`config.mk`:
```
export PLATFORM = sky130hd
export DESIGN_NAME = spi_reg_sequencer_flat
export DESIGN_NICKNAME = d
export VERILOG_FILES = /design/src/rtl/spi_reg_sequencer_if.sv /design/src/rtl/spi_reg_sequencer.sv /design/src/flat_wrapper.sv
export SDC_FILE = /design/constraint.sdc
export NUM_CORES = 1
export LEC_CHECK = 0
export CORE_ASPECT_RATIO = 1.25
export CORE_MARGIN = 3
export CORE_UTILIZATION = 27
export CTS_BUF_LIST = sky130_fd_sc_hd__clkbuf_16
export CTS_CLUSTER_SIZE = 16
export DETAILED_ROUTE_END_ITERATION = 10
export GPL_ROUTABILITY_DRIVEN = 0
export SYNTH_ARGS = -nofsm -noshare
export SYNTH_HDL_FRONTEND = slang
export SYNTH_SLANG_ARGS = --single-unit
```
`constraint.sdc`:
```
create_clock -name sclk -period 4.6 [get_ports sclk]
set_input_delay 0.92 -clock sclk [delete_from_list [all_inputs] [get_ports sclk]]
set_output_delay 0.92 -clock sclk [all_outputs]
set_load 0.02 [all_outputs]
```
`src/rtl/spi_reg_sequencer_if.sv`:
```
// spi_reg_sequencer_if: byte stream in, register write buffer and read-mux strobe out
// Ports (master = sequencer side):
//   byte_valid/byte_data/frame_end : received SPI bytes and end-of-frame pulse
//   wr_valid/wr_addr/wr_data/wr_ready : write-buffer head handshake to the register file
//   rd_addr/rd_strobe : POCI mux select and shift-register load pulse
//   busy/err/err_clr : activity flag, sticky error and its clear
interface spi_reg_sequencer_if;
   logic       byte_valid;
   logic [7:0] byte_data;
   logic       frame_end;
   logic       wr_valid;
   logic [7:0] wr_addr;
   logic [7:0] wr_data;
   logic       wr_ready;
   logic [7:0] rd_addr;
   logic       rd_strobe;
   logic       busy;
   logic       err;
   logic       err_clr;
   modport master (
      input  byte_valid, byte_data, frame_end, wr_ready, err_clr,
      output wr_valid, wr_addr, wr_data, rd_addr, rd_strobe, busy, err
   );
   modport slave (
      output byte_valid, byte_data, frame_end, wr_ready, err_clr,
      input  wr_valid, wr_addr, wr_data, rd_addr, rd_strobe, busy, err
   );
endinterface

```
`src/rtl/spi_reg_sequencer.sv`:
```
// spi_reg_sequencer: decodes SPI address/data bytes into buffered register writes and read strobes
// Ports:
//   sclk : clock, all state on its rising edge
//   rstn : asynchronous active-low reset
//   bus  : spi_reg_sequencer_if.master (byte input, write-buffer head, read select, busy/err)
module spi_reg_sequencer #(
   parameter int NUM_REGS   = 64,
   parameter int MAX_BURST  = 16,
   parameter int FIFO_DEPTH = 4
) (
   input logic                 sclk,
   input logic                 rstn,
   spi_reg_sequencer_if.master bus
);
   localparam int AW = $clog2(FIFO_DEPTH);
   localparam logic [AW:0] DEPTH = FIFO_DEPTH;
   typedef enum logic [1:0] {IDLE, WRITE, READ, DISCARD} state_t;
   state_t        state;
   logic [6:0]    ptr;
   logic [6:0]    ptr_inc;
   logic [4:0]    cnt;
   logic [15:0]   mem [FIFO_DEPTH];
   logic [AW-1:0] head;
   logic [AW-1:0] tail;
   logic [AW:0]   used;
   logic          pop;
   logic          full;
   logic          at_limit;
   logic          accept;
   assign ptr_inc = (ptr == 7'(NUM_REGS - 1)) ? 7'd0 : ptr + 7'd1;
   assign pop = bus.wr_valid && bus.wr_ready;
   assign full = used == DEPTH;
   assign at_limit = cnt == 5'(MAX_BURST);
   // a full buffer still takes the byte when the head leaves in the same cycle
   assign accept = bus.byte_valid && state == WRITE && !at_limit && (!full || pop);
   assign bus.wr_valid = used != '0;
   assign {bus.wr_addr, bus.wr_data} = mem[head];
   assign bus.busy = state != IDLE || bus.wr_valid;
   always_ff @(posedge sclk or negedge rstn) begin
      if (!rstn) begin
         state         <= IDLE;
         ptr           <= '0;
         cnt           <= '0;
         head          <= '0;
         tail          <= '0;
         used          <= '0;
         bus.rd_addr   <= '0;
         bus.rd_strobe <= 1'b0;
         bus.err       <= 1'b0;
         for (int i = 0; i < FIFO_DEPTH; i++) mem[i] <= '0;
      end else begin
         bus.rd_strobe <= 1'b0;
         if (bus.err_clr) bus.err <= 1'b0;
         if (accept) begin
            mem[tail] <= {1'b0, ptr, bus.byte_data};
            tail      <= tail + 1'b1;
         end
         if (pop) head <= head + 1'b1;
         used <= used + {{AW{1'b0}}, accept} - {{AW{1'b0}}, pop};
         if (bus.byte_valid) begin
            case (state)
               IDLE: if (!bus.frame_end) begin
                  if ({1'b0, bus.byte_data[6:0]} >= 8'(NUM_REGS)) begin
                     state   <= DISCARD;
                     bus.err <= 1'b1;
                  end else begin
                     ptr   <= bus.byte_data[6:0];
                     cnt   <= '0;
                     state <= bus.byte_data[7] ? READ : WRITE;
                     if (bus.byte_data[7]) begin
                        bus.rd_addr   <= {1'b0, bus.byte_data[6:0]};
                        bus.rd_strobe <= 1'b1;
                     end
                  end
               end
               WRITE: if (at_limit) begin
                  state   <= DISCARD;
                  bus.err <= 1'b1;
               end else begin
                  // an overflowed byte is lost but still consumes an address slot
                  ptr <= ptr_inc;
                  cnt <= cnt + 5'd1;
                  if (!accept) bus.err <= 1'b1;
               end
               READ: if (at_limit) begin
                  state   <= DISCARD;
                  bus.err <= 1'b1;
               end else begin
                  ptr <= ptr_inc;
                  cnt <= cnt + 5'd1;
                  // the strobe would land in IDLE when the frame ends on this byte
                  if (!bus.frame_end) begin
                     bus.rd_addr   <= {1'b0, ptr_inc};
                     bus.rd_strobe <= 1'b1;
                  end
               end
               default: ;
            endcase
         end
         if (bus.frame_end) begin
            state <= IDLE;
            cnt   <= '0;
         end
      end
   end
endmodule

```
`src/flat_wrapper.sv`:
```
// flat-port wrapper written by rule: the top's interface ports become plain ports
module spi_reg_sequencer_flat 
#(
   parameter int NUM_REGS   = 64,
   parameter int MAX_BURST  = 16,
   parameter int FIFO_DEPTH = 4
)
  (sclk, rstn, bus_byte_valid, bus_byte_data, bus_frame_end, bus_wr_ready, bus_err_clr, bus_wr_valid, bus_wr_addr, bus_wr_data, bus_rd_addr, bus_rd_strobe, bus_busy, bus_err);
  spi_reg_sequencer_if bus_i ();
  input logic sclk;
  input logic rstn;
  input wire logic [$bits(bus_i.byte_valid)-1:0] bus_byte_valid;
  input wire logic [$bits(bus_i.byte_data)-1:0] bus_byte_data;
  input wire logic [$bits(bus_i.frame_end)-1:0] bus_frame_end;
  input wire logic [$bits(bus_i.wr_ready)-1:0] bus_wr_ready;
  input wire logic [$bits(bus_i.err_clr)-1:0] bus_err_clr;
  output wire logic [$bits(bus_i.wr_valid)-1:0] bus_wr_valid;
  output wire logic [$bits(bus_i.wr_addr)-1:0] bus_wr_addr;
  output wire logic [$bits(bus_i.wr_data)-1:0] bus_wr_data;
  output wire logic [$bits(bus_i.rd_addr)-1:0] bus_rd_addr;
  output wire logic [$bits(bus_i.rd_strobe)-1:0] bus_rd_strobe;
  output wire logic [$bits(bus_i.busy)-1:0] bus_busy;
  output wire logic [$bits(bus_i.err)-1:0] bus_err;
  assign bus_i.byte_valid = bus_byte_valid;
  assign bus_i.byte_data = bus_byte_data;
  assign bus_i.frame_end = bus_frame_end;
  assign bus_i.wr_ready = bus_wr_ready;
  assign bus_i.err_clr = bus_err_clr;
  assign bus_wr_valid = bus_i.wr_valid;
  assign bus_wr_addr = bus_i.wr_addr;
  assign bus_wr_data = bus_i.wr_data;
  assign bus_rd_addr = bus_i.rd_addr;
  assign bus_rd_strobe = bus_i.rd_strobe;
  assign bus_busy = bus_i.busy;
  assign bus_err = bus_i.err;
  spi_reg_sequencer #(.NUM_REGS(NUM_REGS), .MAX_BURST(MAX_BURST), .FIFO_DEPTH(FIFO_DEPTH)) u_core (.sclk(sclk), .rstn(rstn), .bus(bus_i));
endmodule
```
==> summary.md, run 1 <==
| Metric | Value |
|---|---|
| Status | completed |
| Top Ports | 42 |
| Primary FF master, synth | dfrtp_1 |
| Vias per inst | about 4.6 |
| Core Box Area | 16900 sq um |
| Vias | 2778 |
| CTS root buf | clkbuf_16 |
| Static Leakage | 2.32 nW |
| Syn Area/Cell | between 10 and 15 sq um |
| Worst Skew | approximately 0.0055 ns |
| Seq/Total Area, Yosys | 0.480 |
| Fillers | 1682 |
| Slew Viols, Final | 0 |
| Final ANT Viol Nets | 0 |
| Critical Path Start Type | register |
| TritonCTS clock tree | done |
| Die W | 124 microns |
| DP HPWL | 7120 microns |
| Die span in y | 153 microns |
| VDD IR max | 277 uV |
| Hold_buf cts | 0 |
| Layout area overhead | 16.9% |
| Fmax | 309 MHz |
| Number of max-cap violations | 0 |
| Worst EP arrival | between 2 and 2.5 ns |
| Post-Syn Instances | 350 |
| Worst min path class | register to register |
| Nature of the critical path endpoint | output port |
| Endpoint, Worst Hold | u_core.mem[17]$_DFFE_PN0P_ |
| Min cycle time layout | 3.24 ns |
| DRC | 0 |
| Layout cells sized above 1 | 0.271 |
| Port Buffers | 39 |
| Initial Util | 0.278 |
| Least-Margin Pin Slew | 1.05 ns |
| Routed wire length | 9920 microns |
| Final Hold Fails | 0 |
| Post-synth ARST share | 1.00 |
| Largest net degree at the start of global routing | 59 |
| Final Cycle Share | 0.704 |
| Total gr overflow | 0 |
| PwrDens | ~690 nW/um^2 |
| Reg2Reg Setup Slack | 1.92 ns |
| Clk slew on worst S/H paths | 0.07 ns |
| Initial antenna violation count | 0 |
| CTS Sinks | 90 |
| Vias in the first global route | 3033 |
| Relative slew slack | 0.302 |
| Critical path type | register to output port |
| Final nets | 407 |
| All-layer global routing usage | 0.113 |
| Netlist cell types | 46 |
| Post_cts resized | 0 |
| Sum Neg Setup Slack | 0 ns |
| Max H-tree Level | 3 |
| Cts bufs inserted | 9 |
| N_diodes | 0 |
| FF-to-FF path depth | 6 |
| Crit path max fanout | 12 |
| Row count | 53 |
| Final-report setup violation count | 0 |
| Starting DRT DRC Count | 102 |
| Synthesized area | 4690 sq um |
| Worst Hold Depth | 1 |
| Synthesis Warnings | 0 |
| Synth Register Bits | 90 |
| Post-CTS Repair Setup Buffers | 0 |
| First-pass GRT wire length | 16700 microns |
| Router iterations before antenna repair | 4 |
| Worst EP required | approximately 3.7 ns |
| RSZ-0062 raised after global routing | no |
| Hold Crit Start | u_core.mem[17]$_DFFE_PN0P_ |
| Reg2Reg Capture Point | u_core.mem[19]$_DFFE_PN0P_ |
| Worst reg2reg path startpoint | u_core.cnt[0]$_DFFE_PN0P_ |
| Wire per inst | about 16 microns |
| Die area | roughly 19000 sq um |
| Number of synthesized flops with an enable pin | 0 |
| Clock Latency Late Sink | around 0.34 ns |
| Tot Pwr | roughly 0.0038 W |
| Deepest clock path buffer count | 2 |
==> layout by cell type, fill, tap and decap left out, types with 2 or more instances in the layout <==
cell type / synthesis / layout
a211oi_1: 3 / 3
mux4_2: 15 / 15
clkinv_4: 0 / 4
dfrtp_1: 90 / 90
o21a_1: 3 / 3
and2_1: 8 / 8
inv_1: 16 / 16
o22a_1: 2 / 2
clkinvlp_4: 0 / 2
nor4b_1: 3 / 3
nand2b_1: 6 / 6
nand2_1: 13 / 13
nor2_1: 10 / 10
nand3_1: 7 / 7
ha_1: 13 / 13
xor2_1: 2 / 2
o22ai_1: 2 / 2
buf_4: 2 / 4
a31oi_1: 7 / 7
clkbuf_16: 0 / 9
xnor2_1: 6 / 6
and3_1: 2 / 2
a21oi_1: 18 / 18
conb_1: 1 / 2
mux2_2: 24 / 24
o31ai_1: 3 / 3
nor3_1: 2 / 2
clkdlybuf4s50_1: 0 / 38
nor2b_1: 6 / 6
o21ai_0: 7 / 7
mux2_4: 40 / 40
mux2i_1: 2 / 2
==> sequential cells by signal, summed over array words and instances, names as in the netlist <==
name / flops
u_core.bus.err: 1
u_core.mem: 60
u_core.head: 2
u_core.state: 2
u_core.cnt: 5
u_core.bus.rd_strobe: 1
u_core.used: 3
u_core.bus.rd_addr: 7
u_core.tail: 2
u_core.ptr: 7
==> kinds of logic (layout without fill, tap and decap cells) <==
group / after synthesis / count (layout) / synth area share
buffers and inverters: 41 / 74 / 0.0560
flip-flops: 90 / 90 / 0.480
multiplexers: 81 / 81 / 0.262
other: 1 / 2 / 0.000799
AND/OR/NAND/NOR: 62 / 62 / 0.0757
adder cells (fa/ha/maj): 14 / 14 / 0.0389
XOR/XNOR: 8 / 8 / 0.0149
AO/OA/AOI/OAI: 53 / 53 / 0.0720
==> worst max-delay path, stage by stage, from the launching register on <==
cell and delay, ns:
dfrtp_1 0.51, buf_4 0.34, mux4_2 0.56, clkdlybuf4s50_1 0.55
==> stage by stage <==
step                      std cells  hold WS, ns  utilization  worst slack, ns  area (sq um)
after detailed placement        588        0.489        0.306             1.25          5180
after global routing            604        0.513        0.324             1.24          5490
after global placement          588        0.484        0.306             1.31          5180
final                           604        0.502        0.324             1.36          5490
after floorplan                 351        0.475            -             2.24          4700
after CTS                       604        0.505        0.324             1.30          5490
==> cell type report <==
type                       instances  area, sq um  area share
clock inverter                     7         80.1      0.0146
clock buffer                       9          225      0.0411
tap                              220          275      0.0502
inverter                          16         60.1      0.0109
timing repair buffer              42          410      0.0748
multi-input combinational        220         2180       0.398
sequential                        90         2250       0.411
==> per-layer routing <==
layer  GRT usage  wire length, microns
met5           0                     0
met4      0.0433                   226
met3      0.0255                   286
met2       0.180                  4960
met1       0.148                  4450
==> cell usage after synthesis, drive strengths merged (4+ instances only) <==
master  instances  share of area
and2            8          0.011
nor2b           6         0.0080
mux2           64           0.19
a21oi          18          0.019
ha             13          0.035
dfrtp          90           0.48
nor2           10         0.0080
o21ai           7         0.0075
a31oi           7         0.0093
nand2b          6         0.0080
nor4b           4         0.0088
clkbuf         10         0.0080
mux4           15          0.072
inv            16          0.013
a211oi          4         0.0075
xnor2           6          0.011
nand2          13          0.010
nand3           7         0.0075
buf            15          0.035
==> worst max-delay path by stage <==
stage | from | end | slack (ns) | cells after the start
after detailed placement | bus_byte_valid | u_core.mem[18]$_DFFE_PN0P_ | 1.25 | 5
final | u_core.head[0]$_DFFE_PN0P_ | bus_wr_data[6] | 1.36 | 3
after global routing | u_core.head[0]$_DFFE_PN0P_ | bus_wr_addr[6] | 1.24 | 3
after global placement | bus_byte_valid | u_core.mem[2]$_DFFE_PN0P_ | 1.31 | 5
after floorplan | u_core.head[0]$_DFFE_PN0P_ | bus_wr_addr[0] | 2.24 | 3
after CTS | u_core.head[0]$_DFFE_PN0P_ | bus_wr_data[6] | 1.30 | 3
==> power by group <==
group	internal (W)	leakage (nW)	switching [W]	total, W
Sequential	0.00112	1.13	0.000291	0.00141
Combinational	0.000916	1.05	0.000708	0.00162
Clock	0.000424	0.142	0.000317	0.000741
Power figures use the tool's default switching activity.
==> inputs of run 2 (changes only) <==
- clock period: 4.6 -> 2.6 ns (I/O delays scaled with it)
==> run 2 against run 1 <==
Net effect: die area unchanged; register-to-register slack lost 1.5 ns; clock skew up 0.0026 ns; design area up 1.7%.
==> summary.md, run 2 (same netlist as run 1, synthesis figures left out) <==
| Metric | Value |
|---|---|
| Area after DPL | 5330 sq um (+2.9%) |
| Wl on met1 | 4450 microns (+0.18%) |
| Net load switching power | 0.00234 W (+78%) |
| Reg with most FFs | u_core.mem |
| Initial Util | 0.278 (unchanged) |
| Reg2Reg Capture Point | u_core.used[2]$_DFF_PN0_ |
| CTS root buf | clkbuf_16 |
| Final-report setup violation count | 0 (unchanged) |
| Critical Path Start Type | register |
| Final Cycle Share | 0.922 |
| Worst min path class | primary input to asynchronous set/reset pin |
| N_diodes | 0 (unchanged) |
| Final ANT Viol Nets | 0 (unchanged) |
| All-layer global routing usage | 0.115 (+0.00204) |
| Clk slew on worst S/H paths | 0.07 ns (about the same) |
| Vias per inst | 4.68 (+1.7%) |
| Critical Path Max Stage Delay | 0.55 ns (about the same) |
| Row count | 53 (unchanged) |
| Routed wire length | 10200 microns (+2.9%) |
| Layout cells sized above 1 | 0.284 (+0.0134) |
| Die area | 19000 sq um (unchanged) |
| Largest register FFs | 60 (unchanged) |
| Buffers plus inverters on the worst setup path | 2 (unchanged) |
| Top layer in use | met4 |
| Sw Ratio | 0.359 (+0.0113) |
| Min cycle time layout | between 2 and 2.5 ns |
| Wire per inst | 16.6 microns (+1.2%) |
| Sum Neg Setup Slack | 0 ns (unchanged) |
| PwrDens | 1170 nW/um^2 (+69%) |
| Most frequent cells in the layout | 90 x dfrtp_1, 40 x mux2_4, 24 x mux2_2 |
| Reg2Reg Setup Slack | 0.37 ns (-1.55 ns) |
| Number of max-cap violations | 0 (unchanged) |
| Port Buffers | 39 (unchanged) |
| RSZ-0062 raised after global routing | no |
| Static Leakage | 2.43 nW (+4.5%) |
| CP max-delay cell | clkdlybuf4s50_1 |
| Crit path max-delay family | buffers and inverters |
| Post-CTS Repair Setup Buffers | 0 (unchanged) |
| Clk pwr share | 0.183 (-0.013) |
| Vias in the first global route | 3111 (+2.6%) |
| Top Ports | 42 (unchanged) |
| Final nets | 417 (+2.5%) |
| Die span in y | 153 microns (unchanged) |
| Internal | 0.00417 W (+69%) |
| Worst EP required | 2.08 ns (-1.60 ns) |
| Cts bufs inserted | 9 (unchanged) |
| Multi-input combinational cell area | 2180 sq um (unchanged) |
| Final Hold Fails | 0 (unchanged) |
| Fillers | 1663 (-1.1%) |
| Total gr overflow | 0 (unchanged) |
| Status | completed |
| DP HPWL | 7240 microns (+1.7%) |
| First-pass GRT wire length | 17000 microns (+1.9%) |
| Router iterations before antenna repair | 4 (unchanged) |
| Largest net degree at the start of global routing | 44 (-25%) |
| Relative slew slack | 0.622 (+0.320) |
| Nature of the critical path endpoint | output port |
| Design Area, Final | 5580 sq um (+1.7%) |
| Tot Pwr | 0.00651 W (+72%) |
| TritonCTS clock tree | done |
| Slew Viols, Final | 0 (unchanged) |
| Starting DRT DRC Count | 138 (+35%) |
| Worst Skew | 0.00815 ns (+0.00261 ns) |
| Core Box Area | 16900 sq um (unchanged) |
| Clock Latency Late Sink | 0.34 ns (about the same) |
| Crit-path cells | inv_1 -> ha_1 -> nand2_1 -> clkdlybuf4s50_1 |
| Sequential Area | 2250 sq um (unchanged) |
| Deepest clock path buffer count | 2 (unchanged) |
| Most common cell after layout, fill and taps aside | dfrtp_1 |
| DRC | 0 (unchanged) |
| Layout area overhead | 18.9% |
| Combinational power share | 0.443 (+0.013) |
| Share of power burned in registers | 0.374 (about the same) |
| Initial antenna violation count | 0 (unchanged) |
| Critical path type | register to output port |
| CTS Sinks | 90 (unchanged) |
| Crit path max fanout | 10 (-2) |
| Largest regs | u_core.mem: 60 flops, u_core.bus.rd_addr: 7 flops, u_core.ptr: 7 flops |
| Worst reg2reg path startpoint | u_core.used[1]$_DFF_PN0_ |
| Max H-tree Level | 3 (unchanged) |
| FF-to-FF path depth | 9 (+3) |
| Wire length on met2 | 5230 microns (+5.4%) |
| Die W | 124 microns (unchanged) |
| VDD IR max | 714 uV (+160%) |
| Least-Margin Pin Slew | 0.560 ns (-0.488 ns) |
| Routed length on met3 | 367 microns (+28%) |
| Vias | 2872 (+3.4%) |
| Worst EP arrival | 1.88 ns (-0.44 ns) |
| Fmax | 417 MHz |
run 2: cell types whose count changed in the layout (fill, tap and decap cells not counted), moves of 2 or more:
cell,change
buf_12,+6
buf_4,+4
clkdlybuf4s50_1,-15
clkinv_1,+2
clkinv_2,+2
clkinv_4,-4
dlygate4sd2_1,+15
inv_6,+2
run 2: repair_timing:
action	in CTS	in global routing
endpoints found under the hold margin	0	0
hold buffers	0	0
resized for setup	15	0
setup endpoints to repair	15	0
run 2: per-stage QoR:
step | hold slack [ns] | instances | utilization | worst slack (ns)
floorplan | 0.224 | 351 | - | 0.394
global placement | 0.466 | 598 | 0.315 | 0.196
detailed placement | 0.476 | 598 | 0.315 | 0.0836
CTS | 0.187 | 614 | 0.330 | 0.170
global route | 0.206 | 614 | 0.330 | 0.0710
finish | 0.169 | 614 | 0.330 | 0.202
run 2: worst register-to-register path: cells and delay by family, from the launching register on:
kind                     cells  cell delay, ns
adder cells (fa/ha/maj)      3            0.84
AND/OR/NAND/NOR              2            0.45
flip-flops                   1            0.41
XOR/XNOR                     2            0.33
buffers and inverters        2            0.13
run 2: how the worst max path moves through the flow:
stage          cells after the start  slack, ns                       end                        start
2_1_floorplan                      9       0.39  u_core.used[2]$_DFF_PN0_     u_core.used[1]$_DFF_PN0_
3_3_place_gp                       7       0.20  u_core.used[2]$_DFF_PN0_                 bus_wr_ready
3_5_place_dp                       7       0.08  u_core.used[2]$_DFF_PN0_                 bus_wr_ready
4_1_cts                            3       0.17            bus_wr_data[3]   u_core.head[0]$_DFFE_PN0P_
5_1_grt                            4       0.07                  bus_busy  u_core.state[0]$_DFFE_PN0P_
6_report                           4       0.20                  bus_busy  u_core.state[0]$_DFFE_PN0P_
run 2: power by group through the flow:
stage / sequential, W / combinational [W] / clock [W]
6_report: 0.00243 / 0.00288 / 0.00119
2_1_floorplan: 0.00231 / 0.00213 / 0
4_1_cts: 0.00244 / 0.00294 / 0.00122
3_5_place_dp: 0.00246 / 0.00308 / 0
3_3_place_gp: 0.00240 / 0.00301 / 0
5_1_grt: 0.00252 / 0.00313 / 0.00128
run 2: cell type report:
class,instances,share of cell area
Sequential cell,90,0.404
Multi-Input combinational cell,220,0.391
Timing Repair Buffer,52,0.0971
Tap cell,220,0.0493
Clock buffer,9,0.0404
Inverter,16,0.0108
Clock inverter,7,0.00763
run 2: layer usage:
metal | GRT usage | up-vias
met1 | 0.144 | 1482
met3 | 0.0222 | 11
met5 | 0 | -
met2 | 0.194 | 55
met4 | 0.0423 | 0
li1 | - | 1324
==> inputs of run 3 (changes only) <==
- ABC_AREA: default -> 1
==> run 3 against run 2 <==
Net effect: final cell count is 41% higher; largest power group unchanged; register-to-register slack better by 0.08 ns; global-route usage rose by 2.3 points; largest cell class unchanged.
==> summary.md, run 3 <==
| Metric | Value |
|---|---|
| Status | completed |
| DP HPWL | 8560 microns (+18%) |
| Max H-tree Level | 3 (unchanged) |
| Starting DRT DRC Count | 189 (+37%) |
| Top Ports | 42 (unchanged) |
| M1 GR Usage | 0.170 (+0.0259) |
| TritonCTS clock tree | done |
| Total gr overflow | 0 (unchanged) |
| RSZ-0062 raised after global routing | no |
| First-pass GRT wire length | 20600 microns (+21%) |
| Reg2Reg Capture Point | u_core.used[2]$_DFF_PN0_ |
| Final Cycle Share | 0.968 (+0.0453) |
| Post_cts resized | 1 (-14) |
| All-layer global routing usage | 0.138 (+0.0231) |
| Min cycle time layout | 2.52 ns (+0.118 ns) |
| Routed wire length | 12500 microns (+23%) |
| Synth top area share | 0.478 (-0.00178) |
| Final-report setup violation count | 0 (unchanged) |
| Primary FF master, synth | dfrtp_1 |
| Crit path max fanout | 31 (+21) |
| CTS root buf | clkbuf_16 |
| Relative slew slack | 0.488 (-0.134) |
| FF-to-FF path depth | 10 (+1) |
| Vias per inst | 4.63 (-1.1%) |
| Post-Place Setup Slack | 0.132 ns (+0.0480 ns) |
| Layout area overhead | 19.8% |
| Reg2Reg Setup Slack | 0.45 ns (+0.08 ns) |
| Largest register FFs | 60 (unchanged) |
| Sum Neg Setup Slack | 0 ns (unchanged) |
| Layout cells sized above 1 | 0.0622 (-0.222) |
| Hold_buf cts | 0 (unchanged) |
| Worst reg2reg path startpoint | u_core.cnt[0]$_DFFE_PN0P_ |
| GR peak layer | met2 |
| Largest regs | u_core.mem: 60 flops, u_core.bus.rd_addr: 7 flops, u_core.ptr: 7 flops |
| Row count | 53 (unchanged) |
| Critical Path Max Stage Delay | 0.64 ns (+0.09 ns) |
| Largest cells by area after synthesis | dfrtp_1 48%, nand2_1 17%, o21ai_0 11% |
| Xor and xnor area share after synthesis | 0.00930 (-0.00563) |
| Final core occ | 0.332 (+0.00247) |
| Most common cell after layout, fill and taps aside | nand2_1 |
| Vias | 3994 (+39%) |
| Seq/Total Area, Yosys | 0.478 (-0.00178) |
| Adder-Cell Fraction of Synth Area | 0.0388 (-0.000145) |
| Post-Syn Instances | 611 (+75%) |
| Worst path depth | 5 (+1) |
| Critical Path Start Type | register |
| Post-route worst setup slack | 0.0842 ns (-0.118 ns) |
| Design Area, Final | 5640 sq um (+1.1%) |
| Largest net degree at the start of global routing | 60 (+36%) |
| Crit. Startpoint | u_core.head[0]$_DFFE_PN0P_ |
| Final ANT Viol Nets | 0 (unchanged) |
| DRC | 0 (unchanged) |
| CP max-delay cell | clkdlybuf4s50_1 |
| Worst EP arrival | 2.00 ns (+0.12 ns) |
| Reg with most FFs | u_core.mem |
| Synthesis Warnings | 0 (unchanged) |
| Post-synth ARST share | 1.00 (unchanged) |
| Worst EP required | 2.08 ns (about the same) |
| Final nets | 666 (+60%) |
| Wire per inst | 14.5 microns (-13%) |
| Static Leakage | 2.79 nW (+15%) |
| Router iterations before antenna repair | 4 (unchanged) |
| Most frequent cells in the layout | 209 x nand2_1, 102 x o21ai_0, 90 x dfrtp_1 |
| Count leader, synth | nand2_1 |
| Fmax | 397 MHz (-4.7%) |
| Number of max-cap violations | 0 (unchanged) |
| VDD IR max | 382 uV (-47%) |
| Synth Register Bits | 90 (unchanged) |
| Worst Skew | 0.00719 ns (-0.000954 ns) |
| Met3 Use GR | 0.0265 (+0.00428) |
| Cell taking the most area after synthesis | dfrtp_1 |
| Nature of the critical path endpoint | output port |
| Syn Area/Cell | 7.71 sq um (-43%) |
| Clock Latency Late Sink | 0.34 ns (about the same) |
| Cts bufs inserted | 9 (unchanged) |
| Initial Util | 0.277 (about the same) |
| CTS Sinks | 90 (unchanged) |
| Die area | 19100 sq um (+0.36%) |
| Post-CTS Repair Setup Buffers | 0 (unchanged) |
| Final Hold Fails | 0 (unchanged) |
| Area after DPL | 5320 sq um (-0.26%) |
| Critical path destination | bus_wr_addr[6] |
| Largest family of logic cells by synthesized area | simple AND/OR/NAND/NOR gates |
| Netlist cell types | 32 (-30%) |
| Simple-gate share of the synthesized area | 0.260 (+0.185) |
| Synth cell count leaders | 209 x nand2_1, 102 x o21ai_0, 90 x dfrtp_1, 52 x nor2_1, 35 x inv_1 |
| Crit-path cells | inv_1 -> buf_12 -> o21ai_0 -> o22ai_1 -> clkdlybuf4s50_1 |
| Core Box Area | 17000 sq um (+0.39%) |
| Mux contribution to synthesized area | 0 (-0.262) |
| Crit path max-delay family | buffers and inverters |
| Least-Margin Pin Slew | 0.767 ns (+0.208 ns) |
| Initial antenna violation count | 0 (unchanged) |
| Compound-Gate Fraction of Synth Area | 0.146 (+0.0738) |
| Slew Viols, Final | 0 (unchanged) |
| Number of synthesized flops with an enable pin | 0 (unchanged) |
| Die span in y | 154 microns (+0.18%) |
| N_diodes | 0 (unchanged) |
| PwrDens | 1290 nW/um^2 (+11%) |
| Vias in the first global route | 3962 (+27%) |
| Grt met2 use | 0.232 (+0.0378) |
| Critical path type | register to output port |
| Die W | 124 microns (+0.18%) |
| Port Buffers | 39 (unchanged) |
| Buffers plus inverters on the worst setup path | 3 (+1) |
| Synthesized area | 4710 sq um (+0.37%) |
| Clk slew on worst S/H paths | 0.07 ns (about the same) |
| Worst min path class | primary input to asynchronous set/reset pin |
| Deepest clock path buffer count | 2 (unchanged) |
==> run 3: metal layers <==
layer  share of wire  vias to the layer above
met5               0                        -
met4           0.028                        0
met3           0.039                       19
met2            0.49                       75
met1            0.44                     1883
li1                -                     2017
==> run 3: cell families after synthesis <==
family | count (synthesis)
compound gates | 130
fa+ha+maj | 14
other cells | 1
simple gates | 298
xor+xnor | 5
flops | 90
buf+inv | 73
==> run 3: worst min path at each step <==
| stage | end | cells after the start |
|---|---|---|
| after floorplan | u_core.bus.err$_DFF_PN0_ | 0 |
| after global placement | u_core.mem[37]$_DFFE_PN0P_ | 2 |
| after detailed placement | u_core.mem[30]$_DFFE_PN0P_ | 2 |
| after CTS | u_core.mem[11]$_DFFE_PN0P_ | 1 |
| after global routing | u_core.mem[12]$_DFFE_PN0P_ | 1 |
| final | u_core.mem[12]$_DFFE_PN0P_ | 1 |
==> run 3: through the flow <==
| step | power, W | instances | hold WS [ns] |
|---|---|---|---|
| floorplan | 0.00459 | 612 | 0.224 |
| global placement | 0.00595 | 847 | 0.459 |
| detailed placement | 0.00598 | 847 | 0.467 |
| CTS | 0.00738 | 863 | 0.128 |
| global route | 0.00790 | 863 | 0.147 |
| finish | 0.00728 | 863 | 0.115 |
==> run 3: report_power, final <==
group	switching, W	internal, W
combinational	0.00215	0.00132
sequential	0.000434	0.00201
clock	0.000546	0.000834
total	0.00312	0.00416
==> run 3: layout make-up <==
cell class,instances,area [sq um]
Tap cell,220,275
Multi-Input combinational cell,449,2150
Inverter,37,143
Clock buffer,9,225
Fill cell,1848,11300
Timing Repair Buffer,51,515
Sequential cell,90,2250
Clock inverter,7,85.1
==> variant 1 (settings of run 1) <==
`FIFO_DEPTH` is set to 4 in 2 places; all go to 8.
--- a/src/rtl/spi_reg_sequencer.sv
+++ b/src/rtl/spi_reg_sequencer.sv
@@ -8,3 +8,3 @@
    parameter int MAX_BURST  = 16,
-   parameter int FIFO_DEPTH = 4
+   parameter int FIFO_DEPTH = 8
 ) (
--- a/src/flat_wrapper.sv
+++ b/src/flat_wrapper.sv
@@ -5,3 +5,3 @@
    parameter int MAX_BURST  = 16,
-   parameter int FIFO_DEPTH = 4
+   parameter int FIFO_DEPTH = 8
 )
Formal check against the unedited RTL: not equivalent (a bounded check fails within 10 cycles, from zero or initial values and one cycle with rstn low).
==> variant 1 against run 1 <==
Design area rose by 62%. Largest power group is now registers. Routed wire length rose by 69%. Sequential cell count rose by 63. Setup slack got worse by 0.55 ns. Power rose by 56%. Sequential share of layout area rose by 2.1 points. Area after synthesis rose by 61%. Clock power rose by 97%.
==> variant 1: results (changes against run 1) <==
Layout
  – Multi-input combinational gate total: 329 (was 220)
  – Total number of nets in the final design: 601 (was 407)
  – Multi-input logic portion of the cell area: 38.77% (was 39.78%)
  – Count of buffers not belonging to the clock network in the layout: 51 (was 42)
  – Number of inverters outside the clock class in the layout: 19 (was 16)
  – Clkbuf count: 17 (was 9)
  – Non-clock buffer contribution to total cell area: 5.569% (was 7.482%)
  – Fraction of final layout cells with drive strength greater than 1: 36.36% (was 27.08%)

Yosys
  – Area share of xor/xnor cells in the synthesized design: 1.044% (was 1.493%)
  – Post-synthesis adder-cell area fraction: 2.751% (was 3.892%)
  – Share of the synthesized area in compound gates (AO/OA/AOI/OAI): 3.696% (was 7.198%)
  – Portion of the post-synthesis area used by sequential elements: 50.71% (was 47.99%)
  – Largest cells by area after synthesis: sky130_fd_sc_hd__dfrtp_1 51%, sky130_fd_sc_hd__mux2_2 20%, sky130_fd_sc_hd__mux4_2 8.9% (was sky130_fd_sc_hd__dfrtp_1 48%, sky130_fd_sc_hd__mux2_4 13%, sky130_fd_sc_hd__mux4_2 7.2%)
  – Number of different library cells in the post-synthesis netlist: 54 (was 46)

CTS
  – H-tree depth: 4 (was 3)
  – Sink count of the clock tree: 153 (was 90)
  – Worst skew pair latency: 0.43 ns (was 0.34 ns)

Critical path
  – Reg2reg path depth: 7 (was 6)
  – End point of the critical path: bus_wr_addr[2] (was bus_wr_data[6])
  – Setup slack on the worst flop-to-flop path: 1.65 ns (was 1.92 ns)
  – Highest-delay cell along the critical path: sky130_fd_sc_hd__dfrtp_2 (was sky130_fd_sc_hd__mux4_2)
  – Largest fanout on the critical path: 15 (was 12)

Route
  – Vias: 4523 (was 2778)
  – Average detailed-routed wire length per instance: 18.11 µm (was 16.42 µm)

Pwr
  – Total leakage power: 3.970 nW (was 2.323 nW)

Timing
  – Post-Route Skew: 0.01026 ns (was 0.005531 ns)
  – Actual transition at the worst max-transition pin: 1.029 ns (was 1.047 ns)
  – Hold Slack: 0.4866 ns (was 0.5018 ns)

Run status
  – Outcome: completed (unchanged)

Worst hold path
  – Min-Delay Endpoint: u_core.mem[106] (was u_core.mem[17])

Global routing
  – Wire length of the first global-routing pass: 26960 µm (was 16670 µm)
-- variant 1: where the power goes --
part | total (mW) | switching, mW | internal, mW
clock | 1.46 | 0.563 | 0.898
sequential | 2.29 | 0.463 | 1.83
combinational | 2.14 | 0.948 | 1.19
total | 5.89 | 1.97 | 3.91
-- variant 1: per-stage QoR --
step	cells	instance area (µm²)	setup WS [ns]	power (mW)
after floorplan	546	7553	1.860	3.756
after global placement	897	8268	0.9603	4.451
after detailed placement	897	8268	0.9444	4.486
after CTS	928	8875	0.7044	5.969
after global routing	928	8875	0.6389	6.264
final	928	8875	0.8119	5.888
-- variant 1: routing by layer --
| layer | global-route usage [%] | part of all wire, % | wire length [µm] |
|---|---|---|---|
| met5 | 0 | 0 | 0 |
| met4 | 4.749 | 2.5 | 418 |
| met3 | 2.590 | 4.7 | 791 |
| met2 | 18.30 | 47 | 7900 |
| met1 | 15.66 | 46 | 7692 |
==> variant 2 (flow settings as in run 1) <==
Made on the original files. Reset style: synchronous (`rstn`), changed in one clocked block. Comments in the files are not updated.
--- a/src/rtl/spi_reg_sequencer.sv
+++ b/src/rtl/spi_reg_sequencer.sv
@@ -38,3 +38,3 @@
    assign bus.busy = state != IDLE || bus.wr_valid;
-   always_ff @(posedge sclk or negedge rstn) begin
+   always_ff @(posedge sclk) begin
       if (!rstn) begin
Check against the original RTL: differs if rstn is asserted again (counterexample within 4 cycles, from zero or initial values and one cycle with rstn low); with rstn held inactive, the same outputs for 4 cycles.
==> variant 2 against run 1 <==
Core utilization up 0.41 points. Setup slack worse by 0.24 ns. Design area down 2.6%. Sequential cell count up 2. Routed wire length up 4.8%. Clock skew up 0.0014 ns. Area after synthesis down 4.4%. First-iteration DRC count up 55%. Via count up 5.8%. Fmax down 6.9%. Critical endpoint is now bus_wr_addr[2]. Largest cell class unchanged.
Power is not compared: it rests on default switching activity, and its combinational part moved more than twofold at a synthesized area within 25%.
==> variant 2: results (changes against run 1) <==
Placed design
  – Cell area after placement: 0.005067 mm² (was 0.005180 mm²)
  – Final HPWL from detailed placement: 7342 µm (was 7122 µm)

Yosys
  – Largest cells by area after synthesis: sky130_fd_sc_hd__edfxtp_1 40%, sky130_fd_sc_hd__dfxtp_1 14%, sky130_fd_sc_hd__and2_1 9.2% (was sky130_fd_sc_hd__dfrtp_1 48%, sky130_fd_sc_hd__mux2_4 13%, sky130_fd_sc_hd__mux4_2 7.2%)
  – Combinational family with the most area after synthesis: simple AND/OR/NAND/NOR gates (was multiplexers)
  – Share of the synthesized area in compound gates (AO/OA/AOI/OAI): 8.310% (was 7.198%)
  – Area share of xor/xnor cells in the synthesized design: 2.342% (was 1.493%)
  – Number of different library cells in the post-synthesis netlist: 52 (was 46)
  – Post-synthesis adder-cell area fraction: 2.956% (was 3.892%)
  – Most instantiated cells after synthesis: 66 x sky130_fd_sc_hd__and2_1, 60 x sky130_fd_sc_hd__edfxtp_1, 32 x sky130_fd_sc_hd__dfxtp_1, 24 x sky130_fd_sc_hd__nand2_1, 19 x sky130_fd_sc_hd__nor2_1 (was 90 x sky130_fd_sc_hd__dfrtp_1, 40 x sky130_fd_sc_hd__mux2_4, 24 x sky130_fd_sc_hd__mux2_2, 18 x sky130_fd_sc_hd__a21oi_1, 16 x sky130_fd_sc_hd__inv_1)
  – Proportion of synthesized flip-flops having asynchronous set or reset: 0% (was 100.0%)
  – Post-synth EDFFs: 60 (was 0)
  – Portion of the post-synthesis area used by sequential elements: 54.43% (was 47.99%)
  – Multiplexer share of the synthesized area: 8.645% (was 26.18%)

Global routing
  – Total Routing Usage GR: 11.90% (was 11.27%)
  – Via count of the first global-routing pass: 2990 (was 3033)
  – Pin count of the biggest net entering global routing: 26 (was 59)

Layout
  – Fraction of final layout cells with drive strength greater than 1: 10.17% (was 27.08%)
  – Total number of nets in the final design: 432 (was 407)

Timing
  – Post-Route Skew: 0.006920 ns (was 0.005531 ns)
  – Actual transition at the worst max-transition pin: 1.057 ns (was 1.047 ns)

Worst hold path
  – Origin of the worst min-delay path: u_core.bus.rd_addr[4] (was u_core.mem[17])

Critical path
  – Slowest Stage Delay on Critical Path: 1.01 ns (was 0.56 ns)
  – Start-to-end type of the worst setup path: reg -> out (unchanged)
  – Delay-heaviest family, CP: flip-flops (was buffers and inverters)
  – Largest fanout on the critical path: 15 (was 12)
  – Highest-delay cell along the critical path: sky130_fd_sc_hd__dfxtp_1 (was sky130_fd_sc_hd__mux4_2)
  – RR Startpoint: u_core.cnt[0] (unchanged)

Run status
  – Outcome: completed (unchanged)

Route
  – Vias: 2938 (was 2778)
  – First-pass iteration count of the detailed router: 5 (was 4)
  – Average detailed-routed wire length per instance: 16.53 µm (was 16.42 µm)
-- variant 2: changes by cell type after synthesis, sizes merged, moves of 7 or more --
cell / delta
and2: +58
dfxtp: +32
edfxtp: +60
dfrtp: -90
a21oi: -7
nor2: +9
nand2: +11
mux2: -64
-- variant 2: path summary, 6_finish.rpt --
kind              slack (ns)               endpoint  cells after the start
setup / recovery        1.12         bus_wr_addr[2]                      2
hold / removal          0.47  u_core.bus.rd_addr[4]                      2
setup reg to reg        1.85      u_core.mem[0][12]                      9
hold reg to reg         0.47  u_core.bus.rd_addr[4]                      2
-- variant 2: cells by family after synthesis --
kind of cell / Yosys count
fa+ha+maj: 10
buf+inv: 42
flops: 92
mux: 20
simple gates: 146
xor+xnor: 12
other cells: 1
compound gates: 54
-- variant 2: final cells by class --
class,instances,area [µm²]
fill,1648,10920
multi-input combinational,244,1859
clock buffer,10,250.2
sequential,92,2442
tap,216,270.3
timing repair buffer,45,435.4
clock inverter,6,25.02
inverter,16,60.06
-- variant 2: stage by stage --
step / utilization [%] / hold WS [ns] / worst slack, ns / std cells
6_report: 32.85 / 0.4712 / 1.122 / 629
5_1_grt: 32.85 / 0.5014 / 0.8900 / 629
4_1_cts: 32.85 / 0.4857 / 0.9933 / 629
3_5_place_dp: 31.15 / 0.4636 / 1.014 / 613
3_3_place_gp: 31.15 / 0.4614 / 1.143 / 613
2_1_floorplan: - / 0.4613 / 1.304 / 378
-- variant 2: layer usage --
| metal | track usage (%) | wire, µm | part of all wire [%] | vias to the layer above |
|---|---|---|---|---|
| li1 | - | - | - | 1413 |
| met1 | 14.35 | 4415 | 42 | 1440 |
| met2 | 20.64 | 5375 | 52 | 71 |
| met3 | 3.006 | 473 | 4.5 | 14 |
| met4 | 4.092 | 132 | 1.3 | 0 |
| met5 | 0 | 0 | 0 | - |
